==> src/rtl/d16_branch_pkg.sv <==
// d16_branch_pkg: shared definitions for the d16 branch/redirect unit.
//   - D16_OP_* : decoded opcode values for the jump family (JMP/JMZ/JMR are
//                the existing encodings; JNZ/JMN/CALL/RET are new).
//   - ras_cmd_e: per-cycle command issued to the return-address stack.
package d16_branch_pkg;

  localparam logic [7:0] D16_OP_JMP  = 8'h40;
  localparam logic [7:0] D16_OP_JMZ  = 8'h41;
  localparam logic [7:0] D16_OP_JMR  = 8'h42;
  localparam logic [7:0] D16_OP_JNZ  = 8'h43;
  localparam logic [7:0] D16_OP_JMN  = 8'h44;
  localparam logic [7:0] D16_OP_CALL = 8'h45;
  localparam logic [7:0] D16_OP_RET  = 8'h46;

  typedef enum logic [1:0] {
    RAS_NOP  = 2'd0,
    RAS_PUSH = 2'd1,
    RAS_POP  = 2'd2
  } ras_cmd_e;

endpackage

==> src/rtl/d16_ras.sv <==
// d16_ras: circular return-address stack.
//   clk_i, srst_i   : clock and synchronous active-high reset
//   cmd_i           : NOP / PUSH / POP for this cycle (already qualified by the caller)
//   data_i          : value to push
//   top_o           : most recently pushed entry (valid when empty_o = 0)
//   empty_o, full_o : occupancy flags (0 entries / DEPTH entries)
//   ovf_o, unf_o    : sticky push-while-full / pop-while-empty, cleared only by reset
// The stack is small and its top must be visible in the same cycle as the RET
// that consumes it, so it is a register array with an asynchronous read.
module d16_ras
  import d16_branch_pkg::*;
#(
  parameter int W     = 16,
  parameter int DEPTH = 8,
  parameter int AW    = $clog2(DEPTH)
) (
  input  logic         clk_i,
  input  logic         srst_i,
  input  ras_cmd_e     cmd_i,
  input  logic [W-1:0] data_i,
  output logic [W-1:0] top_o,
  output logic         empty_o,
  output logic         full_o,
  output logic         ovf_o,
  output logic         unf_o
);

  localparam logic [AW:0] FULL_CNT = (AW+1)'(DEPTH);

  logic [W-1:0]  mem_q [DEPTH];
  logic [AW-1:0] sp_q, sp_d;
  logic [AW:0]   cnt_q, cnt_d;
  logic          ovf_q, ovf_d;
  logic          unf_q, unf_d;
  logic [AW-1:0] top_idx;

  // sp points at the next free slot, so the top lives one below it (mod DEPTH).
  assign top_idx = sp_q - 1'b1;
  assign top_o   = mem_q[top_idx];
  assign empty_o = (cnt_q == '0);
  assign full_o  = (cnt_q == FULL_CNT);
  assign ovf_o   = ovf_q;
  assign unf_o   = unf_q;

  always_comb begin
    sp_d  = sp_q;
    cnt_d = cnt_q;
    ovf_d = ovf_q;
    unf_d = unf_q;
    unique case (cmd_i)
      RAS_PUSH: begin
        // A push while full overwrites the oldest slot: sp still advances but
        // the count saturates.
        sp_d = sp_q + 1'b1;
        if (full_o) ovf_d = 1'b1;
        else        cnt_d = cnt_q + 1'b1;
      end
      RAS_POP: begin
        if (empty_o) begin
          unf_d = 1'b1;
        end else begin
          sp_d  = sp_q - 1'b1;
          cnt_d = cnt_q - 1'b1;
        end
      end
      default: ;
    endcase
  end

  always_ff @(posedge clk_i) begin
    if (srst_i) begin
      sp_q  <= '0;
      cnt_q <= '0;
      ovf_q <= 1'b0;
      unf_q <= 1'b0;
    end else begin
      sp_q  <= sp_d;
      cnt_q <= cnt_d;
      ovf_q <= ovf_d;
      unf_q <= unf_d;
    end
  end

  // Contents are don't-care after reset; only the write is suppressed.
  always_ff @(posedge clk_i) begin
    if (!srst_i && cmd_i == RAS_PUSH) mem_q[sp_q] <= data_i;
  end

endmodule

==> src/rtl/d16_branch.sv <==
// d16_branch: branch/redirect unit with return-address stack.
//   sys_clk, sys_rst : clock, synchronous active-high reset
//   valid, op, a, b, pc_next : decoded op, immediate target, condition/register
//                              operand, return address
//   load, mem_addr   : registered one-cycle redirect (mem_addr is 0 when idle)
//   li_di_rst        : flush for fetch/decode = sys_rst | load
//   ras_empty/full   : stack occupancy; ras_ovf/ras_unf sticky stack faults
module d16_branch
  import d16_branch_pkg::*;
#(
  parameter int W         = 16,
  parameter int RAS_DEPTH = 8
) (
  input  logic         sys_clk,
  input  logic         sys_rst,
  input  logic         valid,
  input  logic [7:0]   op,
  input  logic [W-1:0] a,
  input  logic [W-1:0] b,
  input  logic [W-1:0] pc_next,
  output logic         li_di_rst,
  output logic [W-1:0] mem_addr,
  output logic         load,
  output logic         ras_empty,
  output logic         ras_full,
  output logic         ras_ovf,
  output logic         ras_unf
);

  localparam int RAS_AW = $clog2(RAS_DEPTH);

  logic         load_q, load_d;
  logic [W-1:0] addr_q, addr_d;
  logic         accept;
  logic         taken;
  logic [W-1:0] target;
  ras_cmd_e     ras_cmd;
  logic [W-1:0] ras_top;

  // The op presented while a redirect is being issued is wrong-path.
  assign accept = valid & ~load_q;

  always_comb begin
    taken   = 1'b0;
    target  = a;
    ras_cmd = RAS_NOP;
    if (accept) begin
      case (op)
        D16_OP_JMP: taken = 1'b1;
        D16_OP_JMZ: taken = (b == '0);
        D16_OP_JNZ: taken = (b != '0);
        D16_OP_JMN: taken = b[W-1];
        D16_OP_JMR: begin
          taken  = 1'b1;
          target = b;
        end
        D16_OP_CALL: begin
          taken   = 1'b1;
          ras_cmd = RAS_PUSH;
        end
        D16_OP_RET: begin
          // Pop is still issued when empty so the stack records the underflow.
          ras_cmd = RAS_POP;
          taken   = ~ras_empty;
          target  = ras_top;
        end
        default: ;
      endcase
    end
    load_d = taken;
    addr_d = taken ? target : '0;
  end

  always_ff @(posedge sys_clk) begin
    if (sys_rst) begin
      load_q <= 1'b0;
      addr_q <= '0;
    end else begin
      load_q <= load_d;
      addr_q <= addr_d;
    end
  end

  assign load      = load_q;
  assign mem_addr  = addr_q;
  assign li_di_rst = sys_rst | load_q;

  d16_ras #(
    .W     (W),
    .DEPTH (RAS_DEPTH),
    .AW    (RAS_AW)
  ) u_ras (
    .clk_i   (sys_clk),
    .srst_i  (sys_rst),
    .cmd_i   (ras_cmd),
    .data_i  (pc_next),
    .top_o   (ras_top),
    .empty_o (ras_empty),
    .full_o  (ras_full),
    .ovf_o   (ras_ovf),
    .unf_o   (ras_unf)
  );

endmodule

==> config.mk <==
export PLATFORM = sky130hd
export DESIGN_NAME = d16_branch
export DESIGN_NICKNAME = d
export VERILOG_FILES = /design/src/rtl/d16_branch_pkg.sv /design/src/rtl/d16_ras.sv /design/src/rtl/d16_branch.sv
export SDC_FILE = /design/constraint.sdc
export NUM_CORES = 1
export LEC_CHECK = 0
export ABC_AREA = 1
export CELL_PAD_IN_SITES_DETAIL_PLACEMENT = 0
export CELL_PAD_IN_SITES_GLOBAL_PLACEMENT = 1
export CORE_MARGIN = 2
export CORE_UTILIZATION = 35
export DETAILED_ROUTE_END_ITERATION = 7
export GPL_ROUTABILITY_DRIVEN = 0
export GPL_TIMING_DRIVEN = 0
export PLACE_DENSITY = 0.77
export SLEW_MARGIN = 20
export SYNTH_ARGS = -nofsm -noshare
export SYNTH_HDL_FRONTEND = slang
export SYNTH_SLANG_ARGS = --single-unit
export TNS_END_PERCENT = 100
==> constraint.sdc <==
create_clock -name sys_clk -period 2.7 [get_ports sys_clk]
set_clock_uncertainty 0.1 [all_clocks]
set_input_delay 0.675 -clock sys_clk [delete_from_list [all_inputs] [get_ports sys_clk]]
set_output_delay 0.675 -clock sys_clk [all_outputs]
set_load 0.01 [all_outputs]
; After elaboration in Yosys (flattened, before gate mapping)
; Memories as Yosys holds them, arrays and structs flattened.
; Index checks and enable logic that the tools add are counted.
[totals]
latch_bits = 0
elab_cells = 53
rom_bits = 0
output_inout_bits = 22
register_bits = 26
mem_count = 1
ramBits = 128
[op_classes]
bitwise = 5
n_eq_ne = 12
n_addsub = 4
n_shift = 0
reduce_logical = 12
magnitude_cmp = 0
mux = 13
div_mod_pow = 0
mul = 0
[mem_list]
columns = memory, words, word_bits, rd, rd_clocked_by_memory_dff, wr, line_no
row1 = u_ras.mem_q, 8, 16, 1, 0, 1, d16_ras.sv:30  ; logic [W-1:0] mem_q [DEPTH];
[ops]
columns = operator, count
row1 = == test 8 x 7 -> 1 bit (second input constant), 7
row2 = one-hot mux 16 bit (2 select lines), 1
row3 = logical NOT 16 bit, 1
row4 = 2-to-1 mux 16 bit, 1
row5 = nonzero test 16 bit, 1
row6 = 2-to-1 mux 4 bit, 2
row7 = one-hot mux 4 bit (2 select lines), 1
row8 = one-hot mux 3 bit (2 select lines), 1
row9 = AND reduction 2 bit, 3
row10 = one-hot mux 1 bit (5 select lines), 1
row11 = adder 4 x 1 -> 4 bit (second input constant), 1
row12 = == test 4 bit (second input constant), 1
row13 = logical NOT 4 bit, 1
row14 = inequality test 2 bit (second input constant), 2
row15 = one-hot mux 2 bit (2 select lines), 1
row16 = subtractor 4 x 1 -> 4 bit (second input constant), 1
row17 = adder 3 x 1 -> 3 bit (second input constant), 1
row18 = 2-to-1 mux 1 bit, 3
row19 = 2-to-1 mux 3 bit, 1
row20 = inverter 1 bit, 3
row21 = AND reduction 3 bit, 1
row22 = OR reduction 3 bit, 1
row23 = subtractor 3 x 1 -> 3 bit (second input constant), 1
row24 = == test 2 x 1 -> 1 bit (second input constant), 1
row25 = other kinds (8), 8

; Longest topological paths before layout
; Gate-level depths: netlist of the first run.
[depth]
word_depth = 7
depth_mapped = 13
ltp_nobuf = 12

; By module
; Synthesis of the first run repeated with hierarchy kept, for this count alone.
[unflattened]
hier_cells = 660
area_unflattened_um2 = 6720.2
[modules_own_cells]
columns = module, area_per_inst_um2, cells_per_inst, n_inst
row1 = d16_ras, 5529.1, 460, 1
row2 = d16_branch, 1191.1, 200, 1

; Worst setup path before layout of the first run
; No wires, ideal clock.
[synth_timing]
kind = input-to-reg
from = input port op[3]
to = memory u_ras.mem_q[3][0], enable pin
stages = 7
t_required_ns = 2.191
arrival_ns = 2.432
setup_ns = 0.409
path_buffers = 0
path_slack_ns = -0.241
path_cell_list = inv_2 > nand2_1 > nor2_2 > nand3_1 > inv_1 > nand3_1 > nor3_1
[synth_between]
elab_chain_cells = 7
elab_cells_between_ends = 8
cone_classes = eq/ne: 3 / mux: 4 / reduce/logical: 1
[synth_rtl]
columns = element, line_no
row1 = start: declaration, d16_branch.sv:17  ; input logic [7:0] op,
row2 = == test 8 x 7 -> 1 bit, d16_branch.sv:48  ; case (op)
row3 = one-hot mux 2 bit (2 select lines) (*), d16_branch.sv:48
row4 = 2-to-1 mux 2 bit (*), d16_branch.sv:47  ; if (accept) begin
row5 = == test 2 x 1 -> 1 bit (*), d16_ras.sv:86  ; if (!srst_i && cmd_i == RAS_PUSH) mem_q[sp_q] <= data_i;
row6 = logical AND 1 bit (*), d16_ras.sv:86
row7 = 2-to-1 mux 1 bit (*), d16_ras.sv:86
row8 = 2-to-1 mux 1 bit (not written as such) (*), d16_ras.sv:86
row9 = end: declaration, d16_ras.sv:30
; Mark *: on every way between the ends. The rest lies on a longest branch, timed or not.

; Worst setup path in the final report of the first run
[layout_timing]
from = input port op[3]
to = memory u_ras.mem_q[3][1], enable pin
; The elaborated chain is that of the path after synthesis.

==> results of run 1 <==
-- where the power goes --
part | internal [mW] | leakage, nW | switching (mW)
registers | 2.57 | 1.36 | 0.000432
logic | 0.0919 | 1.88 | 0.0819
clock network | 1.46 | 0.288 | 0.960
total | 4.12 | 3.53 | 1.04
-- metal layers --
layer / routed length (um) / vias to the layer above
met5: 0 / -
met4: 418 / 0
met3: 929 / 32
met2: 7750 / 144
met1: 7590 / 2194
li1: - / 2584
-- final cells by class --
class                      instances  share of cell area, %
timing repair buffer             100                   10.8
tap                              265                   3.74
clock inverter                    13                   1.89
multi-input combinational        485                   25.5
buffer                            31                   1.96
sequential                       154                   49.2
clock buffer                      19                   4.88
inverter                          47                   2.02
-- state kept, by name, indices dropped and copies added, names as in the netlist --
name         count
u_ras.cnt_q      4
load             1
u_ras.unf_o      1
u_ras.ovf_o      1
u_ras.mem_q    128
u_ras.sp_q       3
mem_addr        16
-- worst min-delay path: stages (launching register included) --
cell	delay, ps
dfxtp_1	310
inv_1	40
a21oi_1	50
-- logic make-up (layout without fill, tap and decap cells) --
family	after synthesis	after routing	synth area share [%]
xor gates and xnor gates	4	4	0.780
DFF	154	154	63.3
AOI/OAI and AO/OA	43	43	3.72
and+or+nand+nor	435	435	26.5
adders and majority gates	3	3	0.544
buffers and inverters	79	210	5.15
-- placed cells by master (no fill, tap or decap), types with 2 or more instances in the layout --
cell,count
ha_1,3
inv_1,41
nand3_1,54
clkinv_4,3
buf_2,15
nor2_2,5
clkdlybuf4s50_1,78
bufinv_16,3
inv_6,3
nand3_2,13
edfxtp_1,128
buf_4,25
nor2_1,90
nor3_4,5
nand2_2,4
xor2_1,3
inv_2,5
buf_6,4
clkbuf_1,9
a21oi_1,13
o21ai_0,16
nand2_1,257
o21ai_1,3
nor3_2,4
clkbuf_16,17
clkinvlp_4,2
a21oi_2,10
clkinv_2,2
dfxtp_1,25
-- final timing paths --
| check | to | slack, ps |
|---|---|---|
| max | u_ras.mem_q[3][1] | 130 |
| min | u_ras.ovf_o | 350 |
| max reg2reg | mem_addr[3] | 200 |
| min reg2reg | u_ras.ovf_o | 350 |
-- what timing repair did --
action,CTS,global route
pin swaps,0,4
gates resized for setup,2,10
setup buffers,0,7
hold buffers,0,0
endpoints found under the setup margin,18,112
hold endpoints to repair,0,0
==> impl_metrics.yaml, run 1 <==
clock_network:
  htreeDepth: 4
  clk_path_buf_depth: 2
  clock_latency_ps: 430
  numCtsBuffers: 17
  clkTransAtPathRegs_ps: 60
  clock_sinks: 154
  cts_tree: "yes"
  cts-root-buf: "clkbuf_16"
placed_design:
  dp.cells: 1076
  dp_slack_ps: -606
  port_buffers: 79
  dp_hpwl_mm: 11.9
  post_dp_cell_area_um2: 8170
cells_and_area:
  layout-drive-gt1-share_pct: 15.0
  areaGrowthSynthToFinish_pct: 28.6
  final_cell_area_um2: 8870
  multi_input_area_um2: 2260
  nets: 898
  register_area_um2: 4370
  fillers: 1887
  final_util_pct: 45.7
  num_antenna_cells: 0
  fin_cells: 1114
grt:
  grt_overflow: 0
  antenna_found_initial: 0
  grt_pass1_wl_mm: 25.4
  use_met1_pct: 21.5
  grt_util_all_layers_pct: 16.8
  busiest_layer: "met2"
  grt_max_degree: 17
  met3_usage_pct: 3.54
  grt_pass1_vias: 4766
  use_met2_pct: 27.7
floorplanning:
  die_x_um: 144
  start_util_pct: 35.5
  io_pins: 81
  die_area_um2: 20800
  dieHeight_um: 144
  core_region_area_um2: 19400
  num_rows: 51
job:
  cap_violations: 0
worst_setup_path:
  path_depth: 10
  worstPathArrival_ps: 2600
  crit-reg2reg-launch: "u_ras.sp_q[1]"
  rr_worst_depth: 11
  setup.worst_path.class: "in2reg"
  critPathBufInv: 5
  cpLargestDelayFamily: "buffers and inverters"
  end_kind: "flop"
  slowest_stage: "clkdlybuf4s50_1"
  slowest_delay_ps: 440
  crit_chain: "clkdlybuf4s50_1, inv_2, nand2_1, nor2_4, nand3_1, inv_1, nand3_2, nor3_2, buf_4, buf_4"
  cp-start-kind: "input pin"
  crit_fanout: 8
  crit_start: "op[3]"
  worstPathRequired_ps: 2730
  path_common_cell: "buf_4"
yosys:
  postSynthAreaPerCell_um2: 9.60
  yosys_warnings: 0
  synth_edf_count: 128
  yosysSeqAreaShare_pct: 63.3
  ys_async_sr_fraction_pct: 0
  dominantRegCellSynth: "edfxtp_1"
  syn_inst: 718
  yosysTopAreaCellShare_pct: 55.7
  yosys-top-cells-area: "edfxtp_1 56%, nand2_1 14%, dfxtp_1 7.5%"
  netlist_top_cells_count: "257 x nand2_1, 128 x edfxtp_1, 91 x nor2_1"
  synthesis.area_um2: 6900
  synth.distinct_cells: 27
  syn_nets: 780
  yosysTopAreaCell: "edfxtp_1"
  yosys_register_bits: 154
  yosysMostFrequentCell: "nand2_1"
pwr:
  irDropWorstVdd_mv: 0.393
  p_total_mw: 5.17
  p_leak_nw: 3.53
  p_per_area_nw_per_um2: 583
sta:
  worst_pin_slew_ps: 684
  fin_ws_ps: 134
  relSlewSlack_pct: 54.4
  period_share_pct: 95.0
  fin_crit_ps: 2570
  fin_tns_setup_ps: 0
  max_freq_mhz: 390
  hold_viol: 0
  finalSetupViolCount: 0
  timing.hold.ws_ps: 348
  slew_violations: 0
route:
  first_iter_violations: 286
  vias_per_cell: 4.45
  wl_per_cell_um: 15.0
  num_vias: 4954
  dr.pass1.iters: 5
  routed_wl_mm: 16.7
  ant_nets: 0
  drc: 0
hold_path:
  hold_path.class: "reg2reg"
  min_path_cells: 2
  min_from: "u_ras.ovf_o"
run_status:
  status: "complete, no violations"
Note: power is estimated with default switching activity, not from simulation.
==> run 2: changes to the inputs <==
--- a/config.mk
+++ b/config.mk
@@ -8,6 +8,7 @@
 export ABC_AREA = 1
 export CELL_PAD_IN_SITES_DETAIL_PLACEMENT = 0
 export CELL_PAD_IN_SITES_GLOBAL_PLACEMENT = 1
+export CORE_ASPECT_RATIO = 2
 export CORE_MARGIN = 2
 export CORE_UTILIZATION = 35
 export DETAILED_ROUTE_END_ITERATION = 7
@@ -18,4 +19,3 @@
 export SYNTH_ARGS = -nofsm -noshare
 export SYNTH_HDL_FRONTEND = slang
 export SYNTH_SLANG_ARGS = --single-unit
-export TNS_END_PERCENT = 100
==> run 2 against run 1 <==
  * Critical path depth shrank 2
  * Flip-flop and latch count is the same
  * Largest power group unchanged
  * Highest routed layer unchanged
  * Worst hold slack improved by 13 ps
  * Clock-buffer cell count down 2
  * First-iteration DRC count rose by 12%
==> impl_metrics.yaml, run 2 (synthesized netlist as in run 1, its figures left out) <==
worst_setup_path:
  end_kind: "flop"
  cpLargestDelayFamily: "buffers and inverters"
  worstPathArrival_ps: 2620
  critPathBufInv: 3
  setup.worst_path.class: "in2reg"
  slowest_delay_ps: 590
  cp-start-kind: "input pin"
  crit_chain: "clkdlybuf4s50_1, nand2_2, nor2_2, nand3_1, inv_1, nand3_2, nor3_2, buf_4"
  slowest_stage: "clkdlybuf4s50_1"
  crit_fanout: 8
  worstPathRequired_ps: 2720
grt:
  grt_pass1_wl_mm: 27.7
  met3_usage_pct: 3.27
  grt_pass1_vias: 5060
  antenna_found_initial: 0
  busiest_layer: "met2"
  grt_overflow: 0
  use_met2_pct: 33.1
  grt_util_all_layers_pct: 18.4
  use_met1_pct: 18.8
  grt_max_degree: 17
pwr:
  seqPwrFrac_pct: 52.1
  p_leak_nw: 3.51
  clock_power_share_pct: 44.3
  power.share.switching_pct: 19.3
  combPwrFrac_pct: 3.6
  irDropWorstVdd_mv: 0.311
  switchingPower_mw: 0.952
  p_per_area_nw_per_um2: 557
  internal_power_mw: 3.98
route:
  wl_per_cell_um: 16.3
  routed_wl_mm: 18.1
  vias_per_cell: 4.67
  ant_nets: 0
  num_vias: 5179
  first_iter_violations: 320
  drc: 0
  dr.pass1.iters: 5
cells_and_area:
  fillers: 1807
  layout-drive-gt1-share_pct: 14.8
  final_cell_mix: "257 x nand2_1, 128 x edfxtp_1, 90 x nor2_1"
  final_util_pct: 45.7
  largest_register_ffs: 128
  final_common_cell: "nand2_1"
  areaGrowthSynthToFinish_pct: 28.4
  num_antenna_cells: 0
  nets: 901
  regMostFlops: "u_ras.mem_q"
sta:
  hold_viol: 0
  rsz0062_at_grt: "yes"
  period_share_pct: 96.1
  fin_tns_setup_ps: 0
  max_freq_mhz: 385
  fin_crit_ps: 2590
  fin_ws_ps: 105
  finalSetupViolCount: 0
  worst_pin_slew_ps: 736
  relSlewSlack_pct: 51.0
  slew_violations: 0
placed_design:
  dp_slack_ps: -652
  dp_hpwl_mm: 13.3
  port_buffers: 79
clock_network:
  cts-root-buf: "clkbuf_16"
  clock_sinks: 154
  clock_latency_ps: 430
  cts_tree: "yes"
  numCtsBuffers: 17
  clk_path_buf_depth: 2
  hold_buffers: 0
  clkTransAtPathRegs_ps: 60
  htreeDepth: 4
floorplanning:
  die_x_um: 103
  die_area_um2: 20900
  start_util_pct: 35.6
  num_rows: 72
  dieHeight_um: 203
  io_pins: 81
  core_region_area_um2: 19400
hold_path:
  hold_path.class: "reg2reg"
run_status:
  status: "complete, no violations"
job:
  cap_violations: 0
-- run 2: cell count changes in the layout (fill, tap and decap cells not counted), moves of 3 or more --
cell	previous run	this run
buf_4	25	22
clkbuf_1	9	6
inv_6	3	0
buf_6	4	10
clkinv_4	3	0
clkinv_2	2	5
clkinv_1	0	5
-- run 2: path summary, 6_finish.rpt --
| kind | slack [ps] | to | from | cells after the start |
|---|---|---|---|---|
| max reg2reg | 200 | mem_addr[13] | u_ras.sp_q[1] | 12 |
| max | 110 | u_ras.mem_q[1][5] | op[0] | 8 |
| min | 360 | u_ras.ovf_o | u_ras.ovf_o | 2 |
| min reg2reg | 360 | u_ras.ovf_o | u_ras.ovf_o | 2 |
-- run 2: stage by stage --
step	power [mW]	hold slack, ps	cell area, um^2	std cells
2_1_floorplan	2.67	374	6900	718
3_3_place_gp	2.80	344	8010	1056
3_5_place_dp	2.80	356	8200	1072
4_1_cts	4.98	365	8840	1110
5_1_grt	5.07	387	8850	1109
6_report	4.93	361	8850	1109
-- run 2: final cells by class --
class,instances,area (um^2),area share [%]
multi-input combinational,485,2270,25.7
timing repair buffer,103,1000,11.3
sequential,154,4370,49.3
clock inverter,13,111,1.26
buffer,31,175,1.98
inverter,47,179,2.02
clock buffer,17,425,4.80
tap,259,324,3.66
-- run 2: worst reg2reg max path, cell delays in order, from the launching register on --
cell and delay [ps]:
dfxtp_2 490, inv_1 240, ha_1 320, buf_2 160, inv_1 190, buf_2 350, nor2_1 90, nand2_1 80
nand3_1 60, nand3_1 130, nand2_1 60, nand2_1 60, a21oi_1 60
-- run 2: routing by layer --
| layer | routed length [um] | vias up |
|---|---|---|
| met3 | 797 | 47 |
| met5 | 0 | - |
| li1 | - | 2593 |
| met1 | 6380 | 2381 |
| met4 | 987 | 0 |
| met2 | 9900 | 158 |
-- run 2: what timing repair did --
action / in CTS / in global routing
pin swaps: 6 / 4
setup endpoints to repair: 91 / 109
setup buffers: 8 / 0
gates resized for setup: 7 / 8
-- run 2: power groups by stage --
stage	logic (mW)	registers [mW]	clock network [mW]
floorplan	0.0457	2.62	0
global placement	0.177	2.62	0
detailed placement	0.179	2.62	0
CTS	0.180	2.57	2.23
global route	0.195	2.57	2.31
finish	0.177	2.57	2.19
